[config.mk]
export PLATFORM = sky130hd
export DESIGN_NAME = fetch_sequencer
export DESIGN_NICKNAME = d
export VERILOG_FILES = /design/src/rtl/fetch_sequencer.sv
export SDC_FILE = /design/constraint.sdc
export NUM_CORES = 1
export LEC_CHECK = 0
export ABC_AREA = 1
export BUFFER_PORTS_ARGS = -buffer_cell sky130_fd_sc_hd__clkbuf_2
export CORE_MARGIN = 3
export CORE_UTILIZATION = 35
export CTS_CLUSTER_SIZE = 20
export DETAILED_ROUTE_END_ITERATION = 12
export PLACE_DENSITY_LB_ADDON = 0.2
export SETUP_SLACK_MARGIN = 0.1
export SLEW_MARGIN = 25
export SYNTH_ARGS = -nofsm -noshare
export SYNTH_HDL_FRONTEND = slang
export SYNTH_SLANG_ARGS = --single-unit
[constraint.sdc]
create_clock -name clk -period 2.7 [get_ports clk]
set_input_delay 0 -clock clk [delete_from_list [all_inputs] [get_ports clk]]
set_output_delay 0 -clock clk [all_outputs]
set_load 0.01 [all_outputs]
[src/rtl/fetch_sequencer.sv]
// rtl/fetch_sequencer.sv - instruction-fetch controller with IF/ID output register
//
// Sequences a byte-addressed, combinationally read instruction memory.
// It owns the PC and delivers each fetched word to decode over a
// valid/ready handshake. Execute can redirect it with a branch or jump
// target. It stops at the end of the memory image and faults on
// misaligned redirect targets.
//
// Ports:
//   clk             - single clock, rising edge
//   reset           - asynchronous, active-low reset
//   start           - begin fetching (sampled only in IDLE)
//   Inst_Address    - current PC, drives the memory address
//   Instruction     - memory read data for Inst_Address (same cycle)
//   if_valid        - output register holds an undelivered instruction
//   if_ready        - decode accepts the held instruction
//   if_pc           - PC of the held instruction
//   if_instr        - the held instruction
//   redirect_valid  - single-cycle redirect request from execute
//   redirect_target - new PC for the redirect
//   fetch_count     - completed transfers, saturating
//   done            - end of image reached and output register drained
//   fault           - misaligned redirect seen (sticky until reset)
module fetch_sequencer #(
  parameter int          MEM_BYTES = 16,
  parameter logic [63:0] RESET_PC  = 64'd0
) (
  input  logic        clk,
  input  logic        reset,
  input  logic        start,
  output logic [63:0] Inst_Address,
  input  logic [31:0] Instruction,
  output logic        if_valid,
  input  logic        if_ready,
  output logic [63:0] if_pc,
  output logic [31:0] if_instr,
  input  logic        redirect_valid,
  input  logic [63:0] redirect_target,
  output logic [15:0] fetch_count,
  output logic        done,
  output logic        fault
);

  // Highest PC whose full word still lies inside the memory image.
  localparam logic [63:0] LAST_PC = 64'(MEM_BYTES) - 64'd4;

  typedef enum logic [2:0] {
    S_IDLE  = 3'd0,
    S_FETCH = 3'd1,
    S_DRAIN = 3'd2,
    S_DONE  = 3'd3,
    S_FAULT = 3'd4
  } state_t;

  state_t      state_q, state_d;
  logic [63:0] pc_q, pc_d;
  logic        if_valid_q, if_valid_d;
  logic [63:0] if_pc_q, if_pc_d;
  logic [31:0] if_instr_q, if_instr_d;
  logic [15:0] fetch_count_q, fetch_count_d;
  logic        done_q, done_d;
  logic        fault_q, fault_d;

  logic xfer;
  logic le;
  logic in_range;
  logic redirect_aligned;

  assign xfer             = if_valid_q && if_ready;
  // The output register may take a new word when it is empty or being drained.
  assign le               = !if_valid_q || if_ready;
  // Full 64-bit compare, so far-away redirect targets count as out of range.
  assign in_range         = (pc_q <= LAST_PC);
  assign redirect_aligned = (redirect_target[1:0] == 2'b00);

  always_ff @(posedge clk or negedge reset) begin
    if (!reset) begin
      state_q       <= S_IDLE;
      pc_q          <= RESET_PC;
      if_valid_q    <= 1'b0;
      if_pc_q       <= 64'd0;
      if_instr_q    <= 32'd0;
      fetch_count_q <= 16'd0;
      done_q        <= 1'b0;
      fault_q       <= 1'b0;
    end else begin
      state_q       <= state_d;
      pc_q          <= pc_d;
      if_valid_q    <= if_valid_d;
      if_pc_q       <= if_pc_d;
      if_instr_q    <= if_instr_d;
      fetch_count_q <= fetch_count_d;
      done_q        <= done_d;
      fault_q       <= fault_d;
    end
  end

  always_comb begin
    state_d       = state_q;
    pc_d          = pc_q;
    if_valid_d    = if_valid_q;
    if_pc_d       = if_pc_q;
    if_instr_d    = if_instr_q;
    fetch_count_d = fetch_count_q;
    done_d        = done_q;
    fault_d       = fault_q;

    // A transfer always counts, even when a redirect flushes in the same
    // cycle: decode has already consumed the word.
    if (xfer && (fetch_count_q != 16'hFFFF)) begin
      fetch_count_d = fetch_count_q + 16'd1;
    end

    if (state_q != S_FAULT && redirect_valid) begin
      // Redirects take priority over any capture in this cycle.
      if (!redirect_aligned) begin
        if_valid_d = 1'b0;
        done_d     = 1'b0;
        fault_d    = 1'b1;
        state_d    = S_FAULT;
      end else if (state_q == S_IDLE) begin
        pc_d = redirect_target;
      end else begin
        pc_d       = redirect_target;
        if_valid_d = 1'b0;
        done_d     = 1'b0;
        state_d    = S_FETCH;
      end
    end else begin
      case (state_q)
        S_IDLE: begin
          if (start) begin
            state_d = S_FETCH;
          end
        end
        S_FETCH: begin
          if (in_range) begin
            if (le) begin
              if_pc_d    = pc_q;
              if_instr_d = Instruction;
              if_valid_d = 1'b1;
              pc_d       = pc_q + 64'd4;
            end
          end else begin
            if (xfer) begin
              if_valid_d = 1'b0;
            end
            state_d = S_DRAIN;
          end
        end
        S_DRAIN: begin
          if (xfer) begin
            if_valid_d = 1'b0;
          end
          if (!if_valid_q || xfer) begin
            state_d = S_DONE;
            done_d  = 1'b1;
          end
        end
        S_DONE: begin
          done_d = 1'b1;
        end
        S_FAULT: begin
          if_valid_d = 1'b0;
        end
        default: begin
          state_d = S_IDLE;
        end
      endcase
    end
  end

  assign Inst_Address = pc_q;
  assign if_valid     = if_valid_q;
  assign if_pc        = if_pc_q;
  assign if_instr     = if_instr_q;
  assign fetch_count  = fetch_count_q;
  assign done         = done_q;
  assign fault        = fault_q;

endmodule

======== Yosys cells after proc, flatten, opt, wreduce, memory -nomap -nowiden ========
Index checks and enable logic that the tools add are counted.
W data, S select, Z words.
word-level totals
  register bits after elaboration ......... 182
  bits of input ports ..................... 101
  output and inout bits ................... 179
cells by class
  $add $sub $neg .......................... 2
  order comparisons ....................... 1
  eq/ne operators ......................... 13
  muxes and demuxes ....................... 22
  bitwise logic cells ..................... 2
  reductions and logical operators ........ 20
operators with widths
  kind                     number
  $mux W64                 5
  $add A64 B3 Y64 const B  1
  $le A64 B4 Y1 const B    1
  $mux W3                  6
  $add A16 B1 Y16 const B  1
  $ne A16 B16 Y1 const B   1
  $ne A3 B3 Y1 const B     5
  $pmux W3 S4              1
  $mux W1                  8
  $reduce_and A4 Y1        2
  $eq A3 B2 Y1 const B     2
  $reduce_and A3 Y1        2
  $reduce_bool A2 Y1       3
  $reduce_and A5 Y1        1
  $ne A4 B4 Y1 const B     1
  $reduce_bool A4 Y1       1
  $eq A3 B1 Y1 const B     1
  $eq A3 B3 Y1 const B     1
  $logic_and A1 B1 Y1      3
  $logic_not A3 Y1         1
  $pmux W1 S3              1
  $reduce_bool A3 Y1       1
  $logic_not A2 Y1         1
  $logic_or A1 B1 Y1       2
  7 further kinds          8

======== Logic depth before layout (Yosys ltp) ========
Gate-level depths: netlist (run 1).
  word-level depth ........................ 6
  mapped depth ............................ 13

======== Least setup slack after synthesis (run 1) ========
No wires, ideal clock.
  path type ............................... reg-to-reg
  from .................................... register pc_q[2], in the netlist Inst_Address[2]
  to ...................................... register if_pc_q[0], in the netlist if_pc[0]
  setup time .............................. 0.117 ns
  data arrival time ....................... 1.776 ns
  path slack .............................. 0.808 ns
  stages on the path, launching flop included .. 13
  buffers on the path ..................... 3
  path through ............................ dfrtp_1 > ha_1 > buf_2 > inv_2 > nor2_1 > nor2_1 > nand2_1 > nor2_4 > nand4_2 > buf_2 > buf_2 > nand2_1 > nand2_1
between the ends
  longest elaborated chain between the ends .. 2
RTL lines
  what                         RTL line  RTL
  start, declared              56        logic [63:0] pc_q, pc_d;
  start signal, assigned       88        pc_q <= pc_d;
  $le A64 B4 Y1                73        assign in_range = (pc_q <= LAST_PC);
  $reduce_and A4 Y1 (no line)  -
  end signal, assigned         90        if_pc_q <= if_pc_d;
  end, declared                58        logic [63:0] if_pc_q, if_pc_d;
No other way between the ends.
A chain may end at the register's enable or synchronous reset.

======== Worst setup path after layout (run 1) ========
  from .................................... register pc_q[10], in the netlist Inst_Address[10]
  to ...................................... register pc_q[59], in the netlist Inst_Address[59]
between the ends
  longest elaborated chain between the ends .. 5
  elaborated cells on any way between the ends .. 8
  those cells by class .................... add/sub (1); order compare (1); mux (4); reduce/logical (2)
RTL lines
  what             RTL line  RTL
  $add A64 B3 Y64  142       pc_d = pc_q + 64'd4;
  $mux W64         138       if (le) begin
  $mux W64         137       if (in_range) begin
  $mux W64         130       case (state_q)
  $mux W64         114       if (state_q != S_FAULT && redirect_valid) begin
Several ways; a longest one is shown, not always the timed one. The select of a mux whose other input is x is not followed.

==> metrics.md, run 1 <==
| Metric | Value |
|---|---|
| Status | `finished clean` |
| Initial antenna violation count | `0` |
| Final setup viols | `0` |
| Buf/Inv on CP | `1` |
| Drt drc | `0` |
| Pin count of the biggest net entering global routing | `95` |
| Cells after synthesis | `between 1000 and 1500` |
| R2r worst-path depth | `10` |
| Internal power | `roughly 4.2 mW` |
| Area Growth Syn to Fin | `34.5%` |
| Clock root buffer | `clkbuf_16` |
| Clock power share | `0.463` |
| Seq pwr share | `0.491` |
| Total wire length | `approximately 34000 um` |
| Post-Route Skew | `between 10 and 15 ps` |
| Die ar. | `between 30000 and 40000 um2` |
| Antenna diodes | `0` |
| Vias in the first global route | `10020` |
| Post-synthesis sequential area ratio | `0.455` |
| DR vias/cell | `between 4 and 5` |
| Post-synth cell types | `33` |
| Power Dens Cells | `approximately 410 nW/um2` |
| Critical path depth in cells | `10` |
| Max-slew violations | `0` |
| Wire per inst | `about 16 um` |
| Htree depth | `4` |
| Total power | `between 5 and 6 mW` |
| Final period util | `0.847` |
| Grt total ovfl | `0` |
| Area contributors post-synth | `dfrtp_1, nand2_1, nor2_1` |
| I/O Buffers | `about 280` |
| First-pass detailed-route iteration total | `5` |
| WS Path Type | `reg2reg` |
| Critical path endpoint category | `flip-flop` |
| Final RePlAce weighted congestion | `about 0.94` |
| Leak | `approximately 7.3 nW` |
| Slowest CP cell | `dfrtp_1` |
| Most used cell along the critical path | `nand2_1` |
| Clock tree buffer depth | `2` |
| Chip Height | `approximately 180 um` |
| Synth area leader | `dfrtp_1` |
| Async set-reset flop share out of synthesis | `1.00` |
| Final nets | `between 1500 and 2000` |
| Clk Latency, worst-skew pair | `~440 ps` |
| Setup ws final | `about 410 ps` |
| CTS tree | `built` |
| Clock sink total | `between 150 and 200` |
| Maximum vdd drop | `between 300 and 400 uV` |
| Final Hold Vio Count | `0` |
| Combinational share of power | `0.047` |
| Slew @ Worst Pin | `between 700 and 800 ps` |
| Worst EP arrival | `between 2000 and 3000 ps` |
| Switching share of power | `0.251` |
| Crit path launch type | `flip-flop` |
| CP Max Fanout | `6` |
| Top delay family on crit path | `simple AND/OR/NAND/NOR gates` |
| Unrepaired setup endpoints after global routing | `no` |
| Rel. slew slack | `0.507` |
| Hold path depth | `7` |
| Placed cell count | `between 2000 and 2500` |
| Post-synthesis net count | `about 1500` |
| Utilization after layout | `0.481` |
| Hold WS | `97.0 ps` |
| Cell Area, Synth | `10000 um2` |
| Pre-CTS setup slack | `516 ps` |
| CP peak stage delay | `approximately 540 ps` |
| Min Clock Period, post-route | `between 2000 and 2500 ps` |
| IO Count | `280` |
| Synth Flop Type | `dfrtp_1` |
| # fillers | `between 2000 and 3000` |
| Initial Utilization | `0.357` |
| Total negative slack | `0 ps` |
| DP HPWL | `26000 um` |
| Routed Antenna Nets | `0` |
| # Post-CTS Setup Buffers | `0` |
| Crit path required time | `3030 ps` |
| Share of cells above drive strength 1 | `0.210` |
| Starting DRT DRC Count | `673` |
| NetSw | `1.40 mW` |
| Row cnt | `61` |
| Global Route Usage Sum | `0.224` |
| Vias | `between 10000 and 15000` |
| Post-synth top area share | `0.455` |
| YS warnings | `0` |
| Post-synth EDFFs | `0` |
| Hold/Removal Path Class | `in2reg` |
| Finished layout cell area | `approximately 13000 um2` |
| Core Area | `~28000 um2` |
| Global-route wire length before repair | `about 55000 um` |
| Inserted Clock Buffers | `17` |
| Syn_area_per_cell | `6.96 um2` |
| Post-DP Area | `roughly 12000 um2` |
| Yosys reg bits | `182` |
| Max-capacitance violation count | `0` |
| Die width | `between 150 and 200 um` |
| CP Cell Sequence | `nand2_1 -> nor2_1 -> buf_4 -> nand2_1 -> nor2_1 -> nand2_1 -> o21ai_0 -> nand3_1 -> nand3_1 -> nand2_1` |
| Fmax | `roughly 0.44 GHz` |
| Clk pin slew, worst setup/hold paths | `~80 ps` |
| Layout Cells excl Fill | `roughly 2200` |
routing by layer:
layer / vias up / wire length, um / part of all wire / GRT usage
met1: 4809 / 15300 / 0.45 / 0.298
met5: - / 0 / 0 / 0
met3: 48 / 1920 / 0.056 / 0.0367
met4: 0 / 657 / 0.019 / 0.0602
li1: 5174 / - / - / -
met2: 331 / 16400 / 0.48 / 0.379
cell type report:
| type | instances | area (um2) | area share |
|---|---|---|---|
| inverters | 177 | 664 | 0.0494 |
| clock inverters | 14 | 175 | 0.0130 |
| flip-flops and latches | 182 | 4550 | 0.338 |
| well taps | 378 | 473 | 0.0351 |
| repair buffers | 401 | 2620 | 0.194 |
| clock buffers | 18 | 439 | 0.0326 |
| multi-input cells | 1038 | 4540 | 0.337 |
sequential cells by signal, summed over array words and instances, names as in the netlist:
register and count:
if_valid 1, fetch_count 16, if_instr 32, Inst_Address 64, fault 1, state_q 3, if_pc 64, done 1
repair_timing:
| action | in CTS | in global routing |
|---|---|---|
| hold endpoints to repair | 170 | 0 |
| hold buffers | 99 | 0 |
| resized for setup | 0 | 0 |
power groups by stage:
stage / clock [mW] / sequential (mW) / combinational (mW)
2_1_floorplan: 0 / 2.78 / 0.00374
4_1_cts: 2.65 / 2.73 / 0.265
6_report: 2.57 / 2.73 / 0.261
3_5_place_dp: 0 / 2.78 / 0.150
5_1_grt: 2.76 / 2.73 / 0.290
3_3_place_gp: 0 / 2.78 / 0.150
cell usage after synthesis, types with 7 or more instances:
cell,number
inv_1,174
nand2_1,504
xor2_1,11
nand4_1,16
buf_2,22
clkbuf_1,7
nand3_1,109
xnor2_1,16
buf_4,8
nor3_1,16
or2_2,32
o21ai_0,47
nor2_1,243
o21ai_1,7
a21boi_0,9
dfrtp_1,182
worst reg2reg max path, stage by stage (launching register included):
cell and delay [ps]:
dfrtp_1 540, nand2_1 120, nor2_1 200, buf_4 170, nand2_1 90, nor2_1 330
nand2_1 270, o21ai_0 220, nand3_1 100, nand3_1 100, nand2_1 50
cell usage in the layout, fill, tap and decap left out, drive strengths merged, types with 24 or more instances in the layout:
| master | Yosys | routed |
|---|---|---|
| nand2 | 507 | 507 |
| dfrtp | 182 | 182 |
| inv | 177 | 184 |
| nor2 | 250 | 250 |
| or2 | 32 | 32 |
| buf | 35 | 24 |
| o21ai | 54 | 54 |
| nand3 | 109 | 109 |
| clkbuf | 7 | 296 |
| dlygate4sd3 | 0 | 99 |
final timing paths:
| path | startpoint | to | slack [ps] |
|---|---|---|---|
| worst min-delay path | start | state_q[0] | 100 |
| min in group asynchronous | reset | if_pc[13] | 150 |
| worst min register to register | if_instr[23] | if_instr[23] | 480 |
| max in group asynchronous | reset | Inst_Address[58] | 1640 |
| worst max-delay path | Inst_Address[10] | Inst_Address[59] | 410 |
| worst max register to register | Inst_Address[10] | Inst_Address[59] | 410 |
kinds of logic (layout without fill, tap and decap cells):
family | Yosys count | count (layout) | synth area share
DFF | 182 | 182 | 0.455
adders and majority gates | 2 | 2 | 0.00250
muxes | 4 | 4 | 0.00437
AOI/OAI and AO/OA | 72 | 72 | 0.0395
xor gates and xnor gates | 27 | 27 | 0.0236
buffers and inverters | 219 | 610 | 0.0916
and+or+nand+nor | 933 | 933 | 0.383
Power figures use the tool's default switching activity.
==> run 2: changes to the inputs <==
Clock period 2.7 ns to 2.08 ns, I/O delays scaled along.
==> run 2 against run 1 <==
  * Critical endpoint is now Inst_Address[50]
  * Largest power group unchanged
  * Final cell count rose by 4.2%
  * Worst setup slack got worse by 310 ps
  * Via count rose by 5.6%
  * Largest cell class is now multi-input combinational cells
==> metrics.md, run 2 (synthesis results as in run 1) <==
| Metric | Value |
|---|---|
| Clk pin slew, worst setup/hold paths | `80 ps (about the same)` |
| Min Clock Period, post-route | `1970 ps (-312 ps)` |
| Total wire length | `37900 um (+11%)` |
| WS Path Type | `reg2reg` |
| Clock sink total | `182 (unchanged)` |
| Max-slew violations | `0 (unchanged)` |
| Share of cells above drive strength 1 | `0.285 (+0.0751)` |
| Core Area | `28000 um2 (unchanged)` |
| First-pass detailed-route iteration total | `6 (+1)` |
| Clock tree buffer depth | `2 (unchanged)` |
| I/O Buffers | `279 (unchanged)` |
| Die ar. | `30700 um2 (unchanged)` |
| IO Count | `280 (unchanged)` |
| Post-Route Skew | `17.6 ps (+4.80 ps)` |
| Fmax | `0.506 GHz (+16%)` |
| Crit path launch type | `flip-flop` |
| Wire per inst | `16.5 um (+6.2%)` |
| Combinational share of power | `0.048 (about the same)` |
| Vias | `10939 (+5.6%)` |
| Area occupied by multi-input gates | `4820 um2 (+6.2%)` |
| Row cnt | `61 (unchanged)` |
| Clock power share | `0.466 (+0.003)` |
| CTS tree | `built` |
| Final RePlAce weighted congestion | `0.924 (-2.0%)` |
| Slew @ Worst Pin | `462 ps (-278 ps)` |
| Htree depth | `4 (unchanged)` |
| Internal power | `5.41 mW (+30%)` |
| Starting DRT DRC Count | `806 (+20%)` |
| Worst EP arrival | `2310 ps (-310 ps)` |
| Chip Height | `175 um (unchanged)` |
| Total negative slack | `0 ps (unchanged)` |
| DR vias/cell | `4.75 (+1.3%)` |
| Seq pwr share | `0.486 (-0.005)` |
| Final nets | `2013 (+4.8%)` |
| Most frequent cells in the layout | `nand2_1, clkbuf_2, nor2_1, inv_1, dfrtp_1` |
| Power Dens Cells | `496 nW/um2 (+20%)` |
| NetSw | `1.87 mW (+34%)` |
| Inserted Clock Buffers | `17 (unchanged)` |
| Final Hold Vio Count | `0 (unchanged)` |
| Maximum vdd drop | `525 uV (+54%)` |
| Clock root buffer | `clkbuf_16` |
| Hold/Removal Path Class | `in2async` |
| Global Route Usage Sum | `0.229 (+0.00503)` |
| Drt drc | `0 (unchanged)` |
| Initial Utilization | `0.357 (unchanged)` |
| Unrepaired setup endpoints after global routing | `yes` |
| # fillers | `2806 (-2.6%)` |
| Antenna diodes | `0 (unchanged)` |
| Pin count of the biggest net entering global routing | `66 (-31%)` |
| Die width | `175 um (unchanged)` |
| Leak | `7.86 nW (+7.4%)` |
| Vias in the first global route | `10320 (+3.0%)` |
| Max-capacitance violation count | `0 (unchanged)` |
| Final period util | `0.949 (+0.102)` |
| Critical path endpoint category | `flip-flop` |
| Commonest non-fill, non-tap cell in the layout | `nand2_1` |
| Switching share of power | `0.257 (+0.00548)` |
| CP Max Fanout | `15 (+9)` |
| Grt total ovfl | `0 (unchanged)` |
| Total power | `7.28 mW (+31%)` |
| Initial antenna violation count | `0 (unchanged)` |
| Crit path required time | `2420 ps (-610 ps)` |
| Area Growth Syn to Fin | `46.5%` |
| Register Area | `4570 um2 (+0.33%)` |
| Global-route wire length before repair | `55700 um (+2.2%)` |
| Rel. slew slack | `0.692 (+0.186)` |
| DP HPWL | `27100 um (+4.5%)` |
| Final setup viols | `0 (unchanged)` |
| Routed Antenna Nets | `0 (unchanged)` |
| Clk Latency, worst-skew pair | `440 ps (about the same)` |
| Status | `finished clean` |
## run 2: cell count changes in the layout (fill, tap and decap cells not counted), sizes merged
cell,change
clkbuf,+8
inv,+1
clkinvlp,+1
clkinv,-2
buf,+85
## run 2: power by group through the flow
stage / clock (mW) / combinational, mW / sequential, mW
floorplan: 0 / 0.00485 / 3.61
global placement: 0 / 0.197 / 3.61
detailed placement: 0 / 0.199 / 3.61
CTS: 3.48 / 0.350 / 3.54
global route: 3.63 / 0.386 / 3.54
finish: 3.39 / 0.348 / 3.54
## run 2: critical path, cell delays in order (launching register included)
cell     delay, ps
dfrtp_1        390
nor2_1         120
nand3_1        100
nor2_2         190
nand2_2        100
nor2_2         100
buf_6          150
nand4_4        190
nand2_8        180
buf_12         160
nand2_1         60
nand2_1         60
inv_1           30
## run 2: what timing repair did
item,in CTS,in global routing
buffers inserted,0,22
endpoints found under the hold margin,281,0
pin swaps,0,4
setup endpoints to repair,16,168
gates cloned,0,12
hold buffers,99,0
gates resized for setup,1,99
## run 2: layout make-up
type	instances	share of cell area
timing repair buffer	494	0.240
multi-input combinational	1038	0.329
inverter	177	0.0462
sequential	182	0.312
clock buffer	18	0.0300
tap	378	0.0323
clock inverter	14	0.0114
## run 2: final timing paths
check | start | to | slack [ps] | cells past startpoint
min reg2reg | fault | fault | 480 | 2
max | Inst_Address[56] | Inst_Address[50] | 110 | 12
max reg2reg | Inst_Address[56] | Inst_Address[50] | 110 | 12
max in group asynchronous | reset | Inst_Address[54] | 1290 | 3
min | reset | fetch_count[11] | 50 | 2
min in group clk | start | state_q[0] | 100 | 7
## run 2: stage by stage
step                hold slack [ps]  instance area (um2)  setup WS [ps]  cells  utilization
floorplan                      -296                10000            188   1439            -
global placement              -33.1                12300           89.8   2137        0.440
detailed placement            -33.6                12300           68.7   2137        0.440
CTS                            62.4                13900           71.6   2268        0.497
global route                   77.6                14700           29.7   2301        0.523
finish                         54.3                14700            105   2301        0.523
## run 2: metal layers
layer  GRT usage  routed length, um  up-vias  part of all wire
met5           0                  0        -                 0
met4      0.0751               1020        0             0.027
met3      0.0328               2270       61             0.060
met2       0.382              18000      434              0.47
met1       0.307              16700     5082              0.44
li1            -                  -     5362                 -
==> run 3: changes to the inputs <==
Settings changed: ABC_AREA 1 to not set.
Clock period 2.08 ns to 2.3 ns, I/O delays scaled along.
==> run 3 against run 2 <==
  * Via count shrank 39%
  * Design area shrank 22%
  * Area after synthesis shrank 25%
  * Sequential share of layout area grew 8.5 points
  * Clock power shrank 15%
  * Combinational power grew to 5.2 times the previous value
  * Routed wire length shrank 37%
  * Global-route usage shrank 3.0 points
  * Register-to-register slack lost 20 ps
  * Critical path depth shrank 6
  * Power grew 18%
  * Count of clock-buffer cells in the layout is the same
  * Critical endpoint is now Inst_Address[52]
  * Largest cell class is now sequential cells
  * Largest power group unchanged
  * Highest routed layer unchanged
==> metrics.md, run 3 <==
| Metric | Value |
|---|---|
| Status | `finished clean` |
| Final Hold Vio Count | `0 (unchanged)` |
| Power Dens Cells | `749 nW/um2 (+51%)` |
| Most frequent cells in the layout | `clkbuf_2, dfrtp_1, nand2_1, dlygate4sd3_1, and2_1` |
| IO Count | `280 (unchanged)` |
| Clk pin slew, worst setup/hold paths | `80 ps (about the same)` |
| Crit path required time | `2620 ps (+200 ps)` |
| Htree depth | `4 (unchanged)` |
| Area Growth Syn to Fin | `52.8%` |
| Post-synthesis sequential area ratio | `0.606 (+0.151)` |
| Crit path launch type | `flip-flop` |
| Grt total ovfl | `0 (unchanged)` |
| Total wire length | `23900 um (-37%)` |
| Maximum vdd drop | `477 uV (-9.2%)` |
| Hold EP | `Inst_Address[42]` |
| Worst r2r src | `Inst_Address[9]` |
| Yosys reg bits | `182 (unchanged)` |
| Hold_sp | `redirect_target[42]` |
| Switching share of power | `0.317 (+0.0599)` |
| R2r worst-path depth | `6 (-6)` |
| Initial Utilization | `0.363 (+0.00581)` |
| Total negative slack | `0 ps (unchanged)` |
| Synth Flop Type | `dfrtp_1` |
| Synth Area in Compound Gates | `0.0729 (+0.0334)` |
| Global-route wire length before repair | `37600 um (-33%)` |
| Final period util | `0.965 (+0.0151)` |
| # fillers | `1823 (-35%)` |
| Post-synthesis simple-gate area fraction | `0.216 (-0.167)` |
| Global Route Usage Sum | `0.199 (-0.0299)` |
| Clock root buffer | `clkbuf_16` |
| Most common cell in the synthesized netlist | `dfrtp_1` |
| Cell Area, Synth | `7510 um2 (-25%)` |
| Pre-CTS setup slack | `-69.9 ps (-139 ps)` |
| WS Path Type | `reg2reg` |
| Commonest non-fill, non-tap cell in the layout | `clkbuf_2` |
| I/O Buffers | `279 (unchanged)` |
| DP HPWL | `16400 um (-40%)` |
| Unrepaired setup endpoints after global routing | `yes` |
| Adder-cell share of the synthesized area | `0.00333 (+0.000830)` |
| Post-synth top cells | `dfrtp_1, nand2_1, and2_1, mux2_2, nor2_1` |
| Share of cells above drive strength 1 | `0.403 (+0.118)` |
| Drt drc | `0 (unchanged)` |
| Vias | `6713 (-39%)` |
| R2r endpoint | `Inst_Address[52]` |
| Post-Route Skew | `11.9 ps (-5.73 ps)` |
| Routed Antenna Nets | `0 (unchanged)` |
| Clk Latency, worst-skew pair | `430 ps (about the same)` |
| Seq pwr share | `0.454 (-0.032)` |
| Clock sink total | `182 (unchanged)` |
| Async set-reset flop share out of synthesis | `1.00 (unchanged)` |
| Setup ws final | `81.3 ps (-23.7 ps)` |
| R2R setup slack | `80 ps (-20 ps)` |
| Slew @ Worst Pin | `580 ps (+118 ps)` |
| Syn_area_per_cell | `11.2 um2 (+62%)` |
| Utilization after layout | `0.555 (+0.0315)` |
| Layout Cells excl Fill | `1383 (-40%)` |
| Post-synth top area share | `0.606 (+0.151)` |
| Wire per inst | `17.3 um (+4.9%)` |
| Row cnt | `52 (-15%)` |
| CP Max Fanout | `7 (-8)` |
| Placed cell count | `1246 (-42%)` |
| Leak | `5.89 nW (-25%)` |
| Chip Height | `153 um (-13%)` |
| Clock tree buffer depth | `2 (unchanged)` |
| Critical path endpoint category | `flip-flop` |
| DR vias/cell | `4.85 (+2.1%)` |
| Rel. slew slack | `0.610 (-0.0825)` |
| Mux cell area share after synthesis | `0.0584 (+0.0541)` |
| CTS tree | `built` |
| Pin count of the biggest net entering global routing | `84 (+27%)` |
| Fmax | `0.451 GHz (-11%)` |
| Die ar. | `23300 um2 (-24%)` |
| Largest family of logic cells by synthesized area | `simple AND/OR/NAND/NOR gates` |
| Min Clock Period, post-route | `2220 ps (+244 ps)` |
| YS warnings | `0 (unchanged)` |
| Final RePlAce weighted congestion | `0.796 (-14%)` |
| Vias in the first global route | `6913 (-33%)` |
| Worst EP arrival | `2540 ps (+230 ps)` |
| Synth area leader | `dfrtp_1` |
| NetSw | `2.72 mW (+46%)` |
| Final setup viols | `0 (unchanged)` |
| Inserted Clock Buffers | `17 (unchanged)` |
| Combinational share of power | `0.209 (+0.161)` |
| Internal power | `5.87 mW (+8.6%)` |
| Initial antenna violation count | `0 (unchanged)` |
| Die width | `153 um (-13%)` |
| Cells after synthesis | `668 (-54%)` |
| First-pass detailed-route iteration total | `4 (-2)` |
| Max-slew violations | `0 (unchanged)` |
| Post-synth cell types | `59 (+79%)` |
| Hold path depth | `4` |
| Antenna diodes | `0 (unchanged)` |
| Area contributors post-synth | `dfrtp_1, nand2_1, mux2_2` |
| Hold/Removal Path Class | `in2reg` |
| Final nets | `1203 (-40%)` |
| Post-synthesis net count | `771 (-50%)` |
| Starting DRT DRC Count | `356 (-56%)` |
| Synth Area in XOR/XNOR | `0.0175 (-0.00614)` |
| Post-synth EDFFs | `0 (unchanged)` |
| Max-capacitance violation count | `0 (unchanged)` |
| Clock power share | `0.337 (-0.129)` |
| Core Area | `20700 um2 (-26%)` |
## run 3: layout make-up
cell class | count | area (um2) | area share
clock buffer | 18 | 429 | 0.0374
clock inverter | 14 | 160 | 0.0139
sequential | 182 | 4560 | 0.397
inverter | 7 | 26.3 | 0.00229
multi-input combinational | 451 | 2950 | 0.257
timing repair buffer | 441 | 3020 | 0.263
tap | 270 | 338 | 0.0294
## run 3: worst max-delay path, cell delays in order (launching register included)
cell and delay (ps):
dfrtp_1 390, nor4_1 370, nand4_1 280, or4_4 570, o21ai_4 230, buf_6 190
a21oi_1 70
## run 3: power by group through the flow
stage | registers (mW) | logic (mW) | clock network [mW]
finish | 3.90 | 1.80 | 2.89
global route | 3.94 | 1.97 | 3.12
CTS | 3.88 | 1.76 | 2.99
detailed placement | 3.90 | 1.61 | 0
global placement | 3.90 | 1.60 | 0
floorplan | 4.05 | 0.436 | 0
## run 3: what timing repair did
item	CTS	global route
gates cloned	0	4
hold buffers	98	0
gates resized for setup	10	28
setup buffers	0	3
pin swaps	2	6
endpoints found under the hold margin	195	0
endpoints found under the setup margin	120	121
## run 3: cell families (layout without fill, tap and decap cells)
| kind of cell | count (synthesis) | count (layout) |
|---|---|---|
| simple gates | 319 | 319 |
| flops | 182 | 182 |
| compound gates | 76 | 76 |
| mux | 39 | 39 |
| buf+inv | 35 | 480 |
| xor+xnor | 15 | 15 |
| fa+ha+maj | 2 | 2 |
## run 3: how the worst max path moves through the flow
| stage | from | endpoint | depth (start not counted) |
|---|---|---|---|
| 6_report | Inst_Address[9] | Inst_Address[52] | 6 |
| 5_1_grt | Inst_Address[60] | if_pc[1] | 8 |
| 4_1_cts | Inst_Address[2] | if_instr[14] | 7 |
| 3_5_place_dp | Inst_Address[55] | Inst_Address[29] | 6 |
| 3_3_place_gp | state_q[2] | Inst_Address[42] | 6 |
| 2_1_floorplan | Inst_Address[2] | if_pc[10] | 8 |
## run 3: metal layers
metal,vias to the layer above,share of wire,global-route usage
li1,3218,-,-
met1,3220,0.44,0.264
met2,238,0.48,0.324
met3,37,0.056,0.0469
met4,0,0.019,0.0683
met5,-,0,0
## run 3: metrics by stage
stage | area, um2 | hold WS (ps) | power, mW
global placement | 9610 | -8.05 | 5.50
CTS | 11300 | 0.0413 | 8.63
global route | 11500 | 51.7 | 9.04
detailed placement | 9610 | -7.16 | 5.51
floorplan | 7510 | -296 | 4.49
finish | 11500 | 22.7 | 8.60
